**config.mk**
```make
export PLATFORM = sky130hd
export DESIGN_NAME = mod997_mult_seq
export DESIGN_NICKNAME = d
export VERILOG_FILES = /design/src/rtl/mod997_pkg.sv /design/src/rtl/mod997_mult_seq_acc.sv /design/src/rtl/mod997_mult_seq.sv
export SDC_FILE = /design/constraint.sdc
export NUM_CORES = 1
export LEC_CHECK = 0
export ABC_AREA = 1
export BUFFER_PORTS_ARGS = -buffer_cell sky130_fd_sc_hd__buf_2
export CAP_MARGIN = 20
export CORE_MARGIN = 3
export CORE_UTILIZATION = 45
export DETAILED_ROUTE_END_ITERATION = 6
export PLACE_DENSITY = 0.67
export SLEW_MARGIN = 10
export SYNTH_ARGS = -nofsm -noshare
export SYNTH_HDL_FRONTEND = slang
export SYNTH_SLANG_ARGS = --single-unit
export TNS_END_PERCENT = 50
```
**constraint.sdc**
```tcl
create_clock -name clk -period 4.85 [get_ports clk]
set_input_delay 0.97 -clock clk [delete_from_list [all_inputs] [get_ports clk]]
set_output_delay 0.97 -clock clk [all_outputs]
set_load 0.02 [all_outputs]
```
**src/rtl/mod997_pkg.sv**
```systemverilog
// Shared mod-997 constants, controller state encoding and residue helpers
// used by the digit-serial multiplier and other mod-997 blocks.
package mod997_pkg;

    localparam int MOD     = 997;
    localparam int DIGIT_W = 3;
    localparam int NDIG    = 4;
    localparam int RES_W   = 10;

    typedef enum logic [1:0] {
        IDLE = 2'd0,
        RUN  = 2'd1,
        DONE = 2'd2
    } state_t;

    // Both inputs are < MOD, so a single conditional subtract is enough.
    function automatic logic [RES_W-1:0] mod_add(input logic [RES_W-1:0] a,
                                                 input logic [RES_W-1:0] b);
        logic [RES_W:0] s;
        s = {1'b0, a} + {1'b0, b};
        return (s >= (RES_W+1)'(MOD)) ? RES_W'(s - (RES_W+1)'(MOD)) : s[RES_W-1:0];
    endfunction

    // Radix-8 digit idx of a 10-bit operand; bits above bit 9 read as zero.
    function automatic logic [DIGIT_W-1:0] digit(input logic [RES_W-1:0] op,
                                                 input logic [1:0]       idx);
        logic [DIGIT_W*NDIG-1:0] ext;
        ext = (DIGIT_W*NDIG)'(op);
        return ext[idx*DIGIT_W +: DIGIT_W];
    endfunction

endpackage

```
**src/rtl/mod997_mult_seq_acc.sv**
```systemverilog
// Mod-997 accumulator: adds one residue per enabled cycle, with a
// synchronous clear that takes priority over enable.
module mod997_acc
    import mod997_pkg::*;
(
    input  logic             clk,
    input  logic             rst,
    input  logic             clr,
    input  logic             en,
    input  logic [RES_W-1:0] z,
    output logic [RES_W-1:0] acc
);

    // NOTE: sequential state is written with <= only, so every register
    // samples pre-edge values and simulation matches the synthesized flops.
    always_ff @(posedge clk) begin
        if (rst) begin
            acc <= '0;
        end else if (clr) begin
            acc <= '0;
        end else if (en) begin
            acc <= mod_add(acc, z);
        end
    end

endmodule

```
**src/rtl/mod997_mult_seq.sv**
```systemverilog
// Digit-serial mod-997 multiplier controller: walks the 16 radix-8 digit
// pairs through the external weight LUT bank and accumulates the residues.
module mod997_mult_seq
    import mod997_pkg::*;
#(
    parameter int REG_LUT = 0
) (
    input  logic               clk,
    input  logic               rst,
    input  logic               in_valid,
    output logic               in_ready,
    input  logic [RES_W-1:0]   in_a,
    input  logic [RES_W-1:0]   in_b,
    output logic [DIGIT_W-1:0] lut_x,
    output logic [DIGIT_W-1:0] lut_y,
    output logic [2:0]         lut_k,
    input  logic [RES_W-1:0]   lut_z,
    output logic               out_valid,
    input  logic               out_ready,
    output logic [RES_W-1:0]   out_z
);

    state_t           state;
    logic [RES_W-1:0] a_q;
    logic [RES_W-1:0] b_q;
    logic [3:0]       cnt;
    logic [3:0]       cnt_nxt;
    logic             drain;
    logic             addr_valid;
    logic             acc_clr;
    logic             pipe_valid;
    logic             pipe_last;
    logic [RES_W-1:0] z_q;
    logic             z_valid;
    logic             z_last;
    logic [RES_W-1:0] z_acc;
    logic [RES_W-1:0] acc;

    // NOTE: every always_comb output gets a value on every path, so no
    // latches are inferred.
    always_comb begin
        addr_valid = (state == RUN) && !drain;
        acc_clr    = (state == IDLE) && in_valid;
        cnt_nxt    = cnt + 4'd1;
        if (REG_LUT != 0) begin
            z_acc   = z_q;
            z_valid = pipe_valid;
            z_last  = pipe_last;
        end else begin
            z_acc   = lut_z;
            z_valid = addr_valid;
            z_last  = addr_valid && (cnt == 4'd15);
        end
    end

    // Optional retiming stage; it tracks which address each sample belongs to.
    always_ff @(posedge clk) begin
        if (rst) begin
            z_q        <= '0;
            pipe_valid <= 1'b0;
            pipe_last  <= 1'b0;
        end else begin
            z_q        <= lut_z;
            pipe_valid <= addr_valid;
            pipe_last  <= addr_valid && (cnt == 4'd15);
        end
    end

    always_ff @(posedge clk) begin
        if (rst) begin
            state     <= IDLE;
            in_ready  <= 1'b1;
            out_valid <= 1'b0;
            a_q       <= '0;
            b_q       <= '0;
            cnt       <= '0;
            drain     <= 1'b0;
            lut_x     <= '0;
            lut_y     <= '0;
            lut_k     <= '0;
        end else begin
            case (state)
                IDLE: begin
                    if (in_valid) begin
                        a_q      <= in_a;
                        b_q      <= in_b;
                        cnt      <= '0;
                        drain    <= 1'b0;
                        lut_x    <= in_a[DIGIT_W-1:0];
                        lut_y    <= in_b[DIGIT_W-1:0];
                        lut_k    <= '0;
                        in_ready <= 1'b0;
                        state    <= RUN;
                    end
                end
                RUN: begin
                    if (addr_valid) begin
                        cnt <= cnt_nxt;
                        if (cnt == 4'd15) begin
                            drain <= 1'b1;
                            lut_x <= '0;
                            lut_y <= '0;
                            lut_k <= '0;
                        end else begin
                            lut_x <= digit(a_q, cnt_nxt[3:2]);
                            lut_y <= digit(b_q, cnt_nxt[1:0]);
                            lut_k <= {1'b0, cnt_nxt[3:2]} + {1'b0, cnt_nxt[1:0]};
                        end
                    end
                    if (z_valid && z_last) begin
                        out_valid <= 1'b1;
                        state     <= DONE;
                    end
                end
                DONE: begin
                    if (out_ready) begin
                        out_valid <= 1'b0;
                        in_ready  <= 1'b1;
                        state     <= IDLE;
                    end
                end
                default: state <= IDLE;
            endcase
        end
    end

    mod997_acc u_acc (
        .clk (clk),
        .rst (rst),
        .clr (acc_clr),
        .en  (z_valid),
        .z   (z_acc),
        .acc (acc)
    );

    assign out_z = acc;

endmodule

```
After elaboration in Yosys (flattened, before gate mapping)
Cells that the tools add are included.
{"block": "totals", "regBits": 48, "in_bits": 34, "wordCells": 73}
{"block": "op_classes", "addsub": 4, "n_mul": 2, "order_cmp": 1, "eq_ne": 8, "n_shift": 2, "n_mux": 29, "n_reduce_logical": 16}
{"operator": "3-bit 2-to-1 mux", "count": 9}
{"operator": "12-bit by 5-bit variable part select with 3-bit output", "count": 2}
{"operator": "3-bit one-hot mux with 2 select lines", "count": 3}
{"operator": "3-bit AND reduction", "count": 4}
{"operator": "10-bit by 10-bit adder with 11-bit output", "count": 1}
{"operator": "11-bit by 10-bit >= comparator with 1-bit output, second input constant", "count": 1}
{"operator": "10-bit 2-to-1 mux", "count": 1}
{"operator": "10-bit subtractor, second input constant", "count": 1}
{"operator": "2-bit by 2-bit multiplier with 4-bit output, second input constant", "count": 2}
{"operator": "4-bit 2-to-1 mux", "count": 2}
{"operator": "4-bit one-hot mux with 2 select lines", "count": 1}
{"operator": "1-bit 2-to-1 mux", "count": 6}
{"operator": "2-bit 2-to-1 mux", "count": 3}
{"operator": "2-bit != test, second input constant", "count": 3}
{"operator": "1-bit one-hot mux with 2 select lines", "count": 3}
{"operator": "2-bit one-hot mux with 3 select lines", "count": 1}
{"operator": "2-bit nonzero test", "count": 3}
{"operator": "4-bit by 1-bit adder with 4-bit output, second input constant", "count": 1}
{"operator": "4-bit equality test, second input constant", "count": 1}
{"operator": "1-bit logical AND", "count": 4}
{"operator": "2-bit by 1-bit != test with 1-bit output, second input constant", "count": 2}
{"operator": "4-bit AND reduction", "count": 1}
{"operator": "2-bit by 2-bit adder with 3-bit output", "count": 1}
{"operator": "2-bit by 1-bit equality test with 1-bit output, second input constant", "count": 1}
{"operator": "other kinds (5)", "count": 5}

Logic depth before layout (Yosys ltp)
Gate-level depths: netlist (run 1).
{"block": "logic_depth", "word_depth": 6, "ltp_mapped": 18, "depth_no_buf": 18}

By module
From an unflattened synthesis (run 1), not the netlist that was laid out.
{"block": "unflattened", "cells_unflattened": 480, "area_unflattened_um2": 3085.5}
{"mod": "mod997_mult_seq", "instances": 1, "cells_each": 233, "area_per_inst_um2": 1721.7, "seq_area_each_um2": 760.7}
{"mod": "mod997_acc", "instances": 1, "cells_each": 247, "area_per_inst_um2": 1363.8, "seq_area_each_um2": 200.2}

Worst setup path after synthesis (run 1)
Ideal clock, no wire load.
{"block": "synth_timing", "kind": "in2reg", "startpoint": "input lut_z[0]", "endpoint": "register u_acc.acc[0]", "setup_time_ns": 0.114, "t_arrival_ns": 2.812, "required_ns": 4.736, "slack_ns": 1.924, "path_stages": 14, "n_path_buf": 1, "cell_sequence": "ha_1 -> inv_1 -> fa_1 -> xnor2_1 -> nand2_1 -> nand3_2 -> nand2_2 -> nor2_4 -> nand3_2 -> nand3_4 -> buf_6 -> nor2_1 -> o21bai_1 -> inv_1"}
{"block": "synth_between", "elab_chain_len": 3, "elab_cells_between_ends": 4, "cone_classes": "add/sub (2); order compare (1); mux (1)"}
{"item": "start: declaration", "line": "mod997_mult_seq.sv:17", "rtl": "input logic [RES_W-1:0] lut_z,"}
{"item": "10-bit by 10-bit adder with 11-bit output (*)", "line": "mod997_pkg.sv:20", "rtl": "s = {1'b0, a} + {1'b0, b};"}
{"item": "10-bit subtractor or 11-bit by 10-bit >= comparator with 1-bit output (tied branches)", "line": "mod997_pkg.sv:21", "rtl": "return (s >= (RES_W+1)'(MOD)) ? RES_W'(s - (RES_W+1)'(MOD)) : s[RES_W-1:0];"}
{"item": "10-bit 2-to-1 mux (*)", "line": "mod997_pkg.sv:21"}
{"item": "end signal: assignment", "line": "mod997_mult_seq_acc.sv:22", "rtl": "acc <= mod_add(acc, z);"}
{"item": "end: declaration", "line": "mod997_mult_seq_acc.sv:11", "rtl": "output logic [RES_W-1:0] acc"}
Every way passes the cells marked *; elsewhere a longest branch is shown, timed or not.
A chain may end at the register's enable or synchronous reset.

Final worst setup path (run 1)
{"block": "layout_timing", "startpoint": "input lut_z[0]", "endpoint": "register u_acc.acc[8]"}
Same word-level chain as after synthesis.

==> results of run 1 <==
## per-stage QoR
stage	util [%]	area (sq um)	setup WS, ps	total power, W
4_1_cts	55.2	3370	1910	0.00107
6_report	55.2	3370	1920	0.00107
3_3_place_gp	53.0	3230	1660	0.000716
2_1_floorplan	-	2900	1920	0.000649
5_1_grt	55.2	3370	1620	0.00113
3_5_place_dp	53.0	3230	1590	0.000721
## registers in the layout, summed over array words and instances (netlist names)
| register | count |
|---|---|
| lut_k | 3 |
| u_acc.acc | 10 |
| lut_y | 3 |
| a_q | 10 |
| b_q | 10 |
| out_valid | 1 |
| in_ready | 1 |
| state | 2 |
| lut_x | 3 |
| drain | 1 |
| cnt | 4 |
## cell type report
type	count	area, sq um	share of cell area [%]
Sequential cell	48	961	28.6
Tap cell	75	93.8	2.79
Timing Repair Buffer	56	285	8.48
Clock buffer	5	68.8	2.04
Inverter	63	236	7.03
Clock inverter	3	68.8	2.04
Multi-Input combinational cell	306	1650	49.1
## power groups by stage
stage	Combinational, W	Clock, W	Sequential (W)
after global routing	0.000311	0.000373	0.000444
after detailed placement	0.000271	0	0.000450
after floorplan	0.000190	0	0.000459
final	0.000273	0.000351	0.000441
after CTS	0.000273	0.000358	0.000441
after global placement	0.000267	0	0.000449
## layout by cell type (no fill, tap or decap), drive strengths merged, types with 3 or more instances in the layout
cell type	count
inv	64
nand3b	3
xor2	4
nand3	27
ha	13
o211ai	4
nand2	103
buf	56
xnor2	3
dfxtp	48
a21oi	36
o21a	6
o21ai	39
nor2	50
nand4	5
clkbuf	5
## routing by layer
layer	vias up	share of wire [%]	global-route usage [%]
met1	1278	47	27.8
met4	0	1.2	5.52
met3	9	4.9	3.04
li1	1495	-	-
met5	-	0	0
met2	76	47	34.1
## worst min-delay path, delay by kind of cell, from the launching register on
family                 cells  cell delay [ps]
flip-flops                 1              320
buffers and inverters      1               50
AO/OA/AOI/OAI              1               50
## path summary, 6_finish.rpt
kind,from,to,slack [ps],cells past startpoint
worst min-delay path,out_valid$_SDFFE_PP0P_,out_valid$_SDFFE_PP0P_,460,2
worst min register to register,out_valid$_SDFFE_PP0P_,out_valid$_SDFFE_PP0P_,460,2
worst max-delay path,lut_z[0],u_acc.acc[8]$_SDFFE_PP0P_,1920,16
worst max register to register,state[1]$_SDFFE_PP0P_,lut_x[0]$_SDFFE_PP0P_,2260,8
## cells in the mapped netlist (all sizes together)
library cell    n  area (sq um)
nand3          27           168
dfxtp          48           961
inv            63           236
a31oi           1          6.26
nand3b          3          22.5
xnor2           3          26.3
fa              2          40.0
o21ai          39           195
o21bai          1          7.51
a22oi           2          15.0
o21a            6          45.0
o31ai           2          15.0
o2111ai         2          17.5
clkbuf          8          30.0
nand2         103           424
o211ai          4          30.0
ha             13           163
o22ai           2          12.5
a21oi          36           184
a32o            1          10.0
xor2            4          35.0
buf             4          23.8
nand4           5          37.5
nor2           50           198
## cell families (layout without fill, tap and decap cells)
family / count (synthesis) / count (layout) / synth area share (%)
and+or+nand+nor: 188 / 188 / 29.3
AOI/OAI and AO/OA: 96 / 96 / 18.5
buffers and inverters: 75 / 127 / 10.0
DFF: 48 / 48 / 33.1
adders and majority gates: 15 / 15 / 6.98
xor gates and xnor gates: 7 / 7 / 2.11
==> run_results.csv, run 1 <==
group,metric,value,unit
outcome,status,"completed",
placement,hpwl,5590,um
drt,drtIter0Drc,144,
power,sw_frac_of_total,31.7,%
timing,worst_pin_slew,865,ps
worst_setup_path,path_cells,"buf_2, ha_1, inv_1, fa_1, xnor2_1, nand2_1, nand3_2, nand2_2, nor2_4, nand3_2, nand3_4, nand2_1, nand2_1, nand3_1, nand2_1, inv_1",
clock_tree,cts_sinks,48,
placement,io_buffers,54,
drt,ant_nets,0,
timing,tns,0,ps
drt,drc,0,
worst_setup_path,cp_top_family,"simple AND/OR/NAND/NOR gates",
layout,area_growth,15.9,%
synthesis,synth_area,2900,sq um
timing,skew,6.33,ps
worst_setup_path,path_class,"input pin to register",
die,die_w,86.3,um
timing,fin_crit_sh,60.5,%
drt,dr.pass1.iters,4,
drt,wl,7230,um
clock_tree,cts_resized,0,
global_routing,grt_pass1_vias,2704,
synthesis,ys_seq_area_share,33.1,%
die,ioPinCount,55,
die,coreArea,6100,sq um
power,p_switching,0.000338,W
layout,antenna_cells,0,
clock_tree,clkTransAtPathRegs,90,ps
drt,vias,2858,
synthesis,postSynthAreaPerCell,6.77,sq um
synthesis,ys_seq_elements,48,
clock_tree,ctsHoldBuffers,0,
clock_tree,clockBufferDepth,2,
layout,final_layout_size_suffix_gt1_share,17.3,%
worst_setup_path,cpMaxStageDelayCell,"fa_1",
global_routing,overflow,0,
clock_tree,cts_max_level,2,
synthesis,syn_nets,478,
worst_setup_path,cp.required,5060,ps
synthesis,synth.distinct_cells,35,
global_routing,grt_antenna_before_repair,0,
timing,hold_viol_final,0,
die,die-area,7450,sq um
worst_setup_path,setup.worst_path.end_class,"register",
placement,gp_congestion,0.876,
timing,fmax,341,MHz
clock_tree,postCtsSetupBuffers,0,
worst_setup_path,critPathBufInv,3,
global_routing,grt_pass1_wl,12300,um
timing,holdWs,458,ps
worst_setup_path,start_kind,"input pin",
die,start_util,47.6,%
power,sequentialPowerShare,41.4,%
clock_tree,clockRootBuffer,"clkbuf_8",
timing,slew_viol_final,0,
power,p_comb_share,25.7,%
power,peakVddDrop,0.197,mV
die,chipHeight,86.3,um
worst_setup_path,cp_max_fo,16,
global_routing,grt_max_degree,30,
synthesis,synthCells,429,
power,p_int,0.000727,W
clock_tree,clk_latency,300,ps
worst_setup_path,cp.arrival,3150,ps
power,p_leak,1.70,nW
drt,viasPerCell,5.14,
clock_tree,cts_inserted_buffers,5,
placement,place_inst,548,
power,cellPowerDensity,316,nW/um^2
timing,max-slew-margin-rel,42.1,%
drt,wire_per_inst,13.0,um
clock_tree,cts_tree,"done",
timing,setup_viol,0,
synthesis,ys_warn_count,0,
layout,fin_cells,556,
timing,rsz0062_at_grt,"no",
power,clkPwrFrac,33.0,%
worst_setup_path,cp_common_cell,"nand2_1",
layout,fin_nets,529,
worst_hold_path,hold_class,"register to register",
die,fp-row-count,28,
layout,num-fill-cells,629,
run,cap_violations,0,
global_routing,grt_use_total,20.5,%
timing,min_period,2930,ps
worst_setup_path,worst_path_largest_cell_delay,400,ps
No activity file was read; power rests on OpenSTA's default activity.
==> run 2, diff against run 1 <==
==> constraint.sdc (replaced) <==
create_clock -name clk -period 2.97 [get_ports clk]
set_input_delay 0.594 -clock clk [delete_from_list [all_inputs] [get_ports clk]]
set_output_delay 0.594 -clock clk [all_outputs]
set_load 0.02 [all_outputs]
==> run_results.csv, run 2 (same netlist as run 1, synthesis figures left out) <==
group,metric,value,unit
placement,io_buffers,54,
global_routing,grt_max_degree,29,
global_routing,grt_antenna_before_repair,0,
global_routing,grt_pass1_wl,11800,um
outcome,status,"completed",
timing,min_period,2550,ps
timing,fmax,392,MHz
layout,stdcell_area,3330,sq um
timing,skew,8.42,ps
clock_tree,ctsHoldBuffers,0,
worst_hold_path,hold_depth,2,
layout,final_cell_mix,"nand2_1, inv_1, buf_2",
layout,reg_top3,"a_q x10, b_q x10, u_acc.acc x10",
die,coreArea,6100,sq um
global_routing,grt_pass1_vias,2504,
layout,antenna_cells,0,
drt,drc,0,
global_routing,grt_use_total,19.7,%
die,ioPinCount,55,
timing,max-slew-margin-rel,48.1,%
worst_setup_path,cp_max_fo,16,
placement,gp_congestion,0.839,
placement,post_dp_cell_area,3240,sq um
timing,hold_viol_final,0,
die,die-area,7450,sq um
worst_setup_path,path_class,"register to register",
global_routing,overflow,0,
layout,area_growth,14.8,%
drt,viasPerCell,5.08,
worst_setup_path,cp.arrival,2770,ps
power,p_leak,1.68,nW
layout,final_common_cell,"nand2_1",
power,peakVddDrop,0.357,mV
placement,place_inst,549,
layout,fin_cells,557,
timing,fin_crit_sh,85.9,%
die,chipHeight,86.3,um
clock_tree,clockBufferDepth,2,
clock_tree,cts_tree,"done",
power,cellPowerDensity,476,nW/um^2
clock_tree,cts_max_level,2,
timing,setup_viol,0,
die,fp-row-count,28,
run,cap_violations,0,
layout,final_layout_size_suffix_gt1_share,17.4,%
clock_tree,cts_sinks,48,
clock_tree,clk_latency,310,ps
layout,fin_nets,530,
drt,ant_nets,0,
placement,hpwl,5300,um
die,start_util,47.6,%
timing,slew_viol_final,0,
timing,worst_pin_slew,776,ps
worst_setup_path,setup.worst_path.end_class,"register",
clock_tree,clkTransAtPathRegs,100,ps
drt,drtIter0Drc,230,
clock_tree,cts_resized,0,
layout,final_core_util,54.7,%
drt,vias,2827,
worst_setup_path,cp.required,3180,ps
die,die_w,86.3,um
clock_tree,clockRootBuffer,"clkbuf_8",
worst_hold_path,hold_class,"register to register",
timing,tns,0,ps
drt,wire_per_inst,12.5,um
worst_setup_path,rr_worst_depth,15,
drt,dr.pass1.iters,4,
worst_setup_path,start_kind,"register",
drt,wl,6940,um
timing,rsz0062_at_grt,"no",
layout,num-fill-cells,623,
clock_tree,postCtsSetupBuffers,0,
clock_tree,cts_inserted_buffers,5,
timing,holdWs,456,ps
-- run 2: changes by cell type in the layout (fill, tap and decap cells not counted), sizes merged --
cell	delta
bufinv	-2
buf	+1
clkbuf	+1
clkinv	+1
-- run 2: power breakdown --
part	switching (W)	total [W]	internal (W)
clock network	0.000237	0.000428	0.000191
registers	0.0000282	0.000718	0.000690
logic	0.000282	0.000441	0.000160
total	0.000547	0.00159	0.00104
-- run 2: path summary, 6_finish.rpt --
check	startpoint	endpoint	slack (ps)
min reg2reg	out_valid$_SDFFE_PP0P_	out_valid$_SDFFE_PP0P_	460
max	u_acc.acc[0]$_SDFFE_PP0P_	u_acc.acc[5]$_SDFFE_PP0P_	420
min	out_valid$_SDFFE_PP0P_	out_valid$_SDFFE_PP0P_	460
max reg2reg	u_acc.acc[0]$_SDFFE_PP0P_	u_acc.acc[5]$_SDFFE_PP0P_	420
-- run 2: layout make-up --
cell class                      instances  area [sq um]  share of cell area [%]
Multi-Input combinational cell        306          1650                    49.6
Sequential cell                        48           961                    28.8
Timing Repair Buffer                   57           293                    8.79
Inverter                               63           236                    7.10
Tap cell                               75          93.8                    2.82
Clock buffer                            6          82.6                    2.48
Clock inverter                          2          13.8                   0.413
-- run 2: metal layers --
layer / part of all wire (%) / up-vias / global-route usage (%)
li1: - / 1499 / -
met1: 46 / 1252 / 27.0
met2: 47 / 72 / 31.8
met3: 5.9 / 4 / 3.80
met4: 0.62 / 0 / 5.10
met5: 0 / - / 0
-- run 2: per-stage QoR --
stage | setup WS (ps) | power (W)
3_5_place_dp | 140 | 0.00117
5_1_grt | 114 | 0.00169
3_3_place_gp | 193 | 0.00117
6_report | 418 | 0.00159
2_1_floorplan | 420 | 0.00106
4_1_cts | 433 | 0.00160
-- run 2: worst max-delay path, cell delays in order, from the launching register on --
cell and delay, ps:
dfxtp_1 370, ha_1 230, inv_1 70, fa_1 400, xnor2_1 280, nand2_1 160, nand3_2 130, nand2_2 80
nor2_4 120, nand3_2 120, nand3_4 210, nand2_1 70, nand2_1 60, nand3_1 60, nand2_1 70, inv_1 30
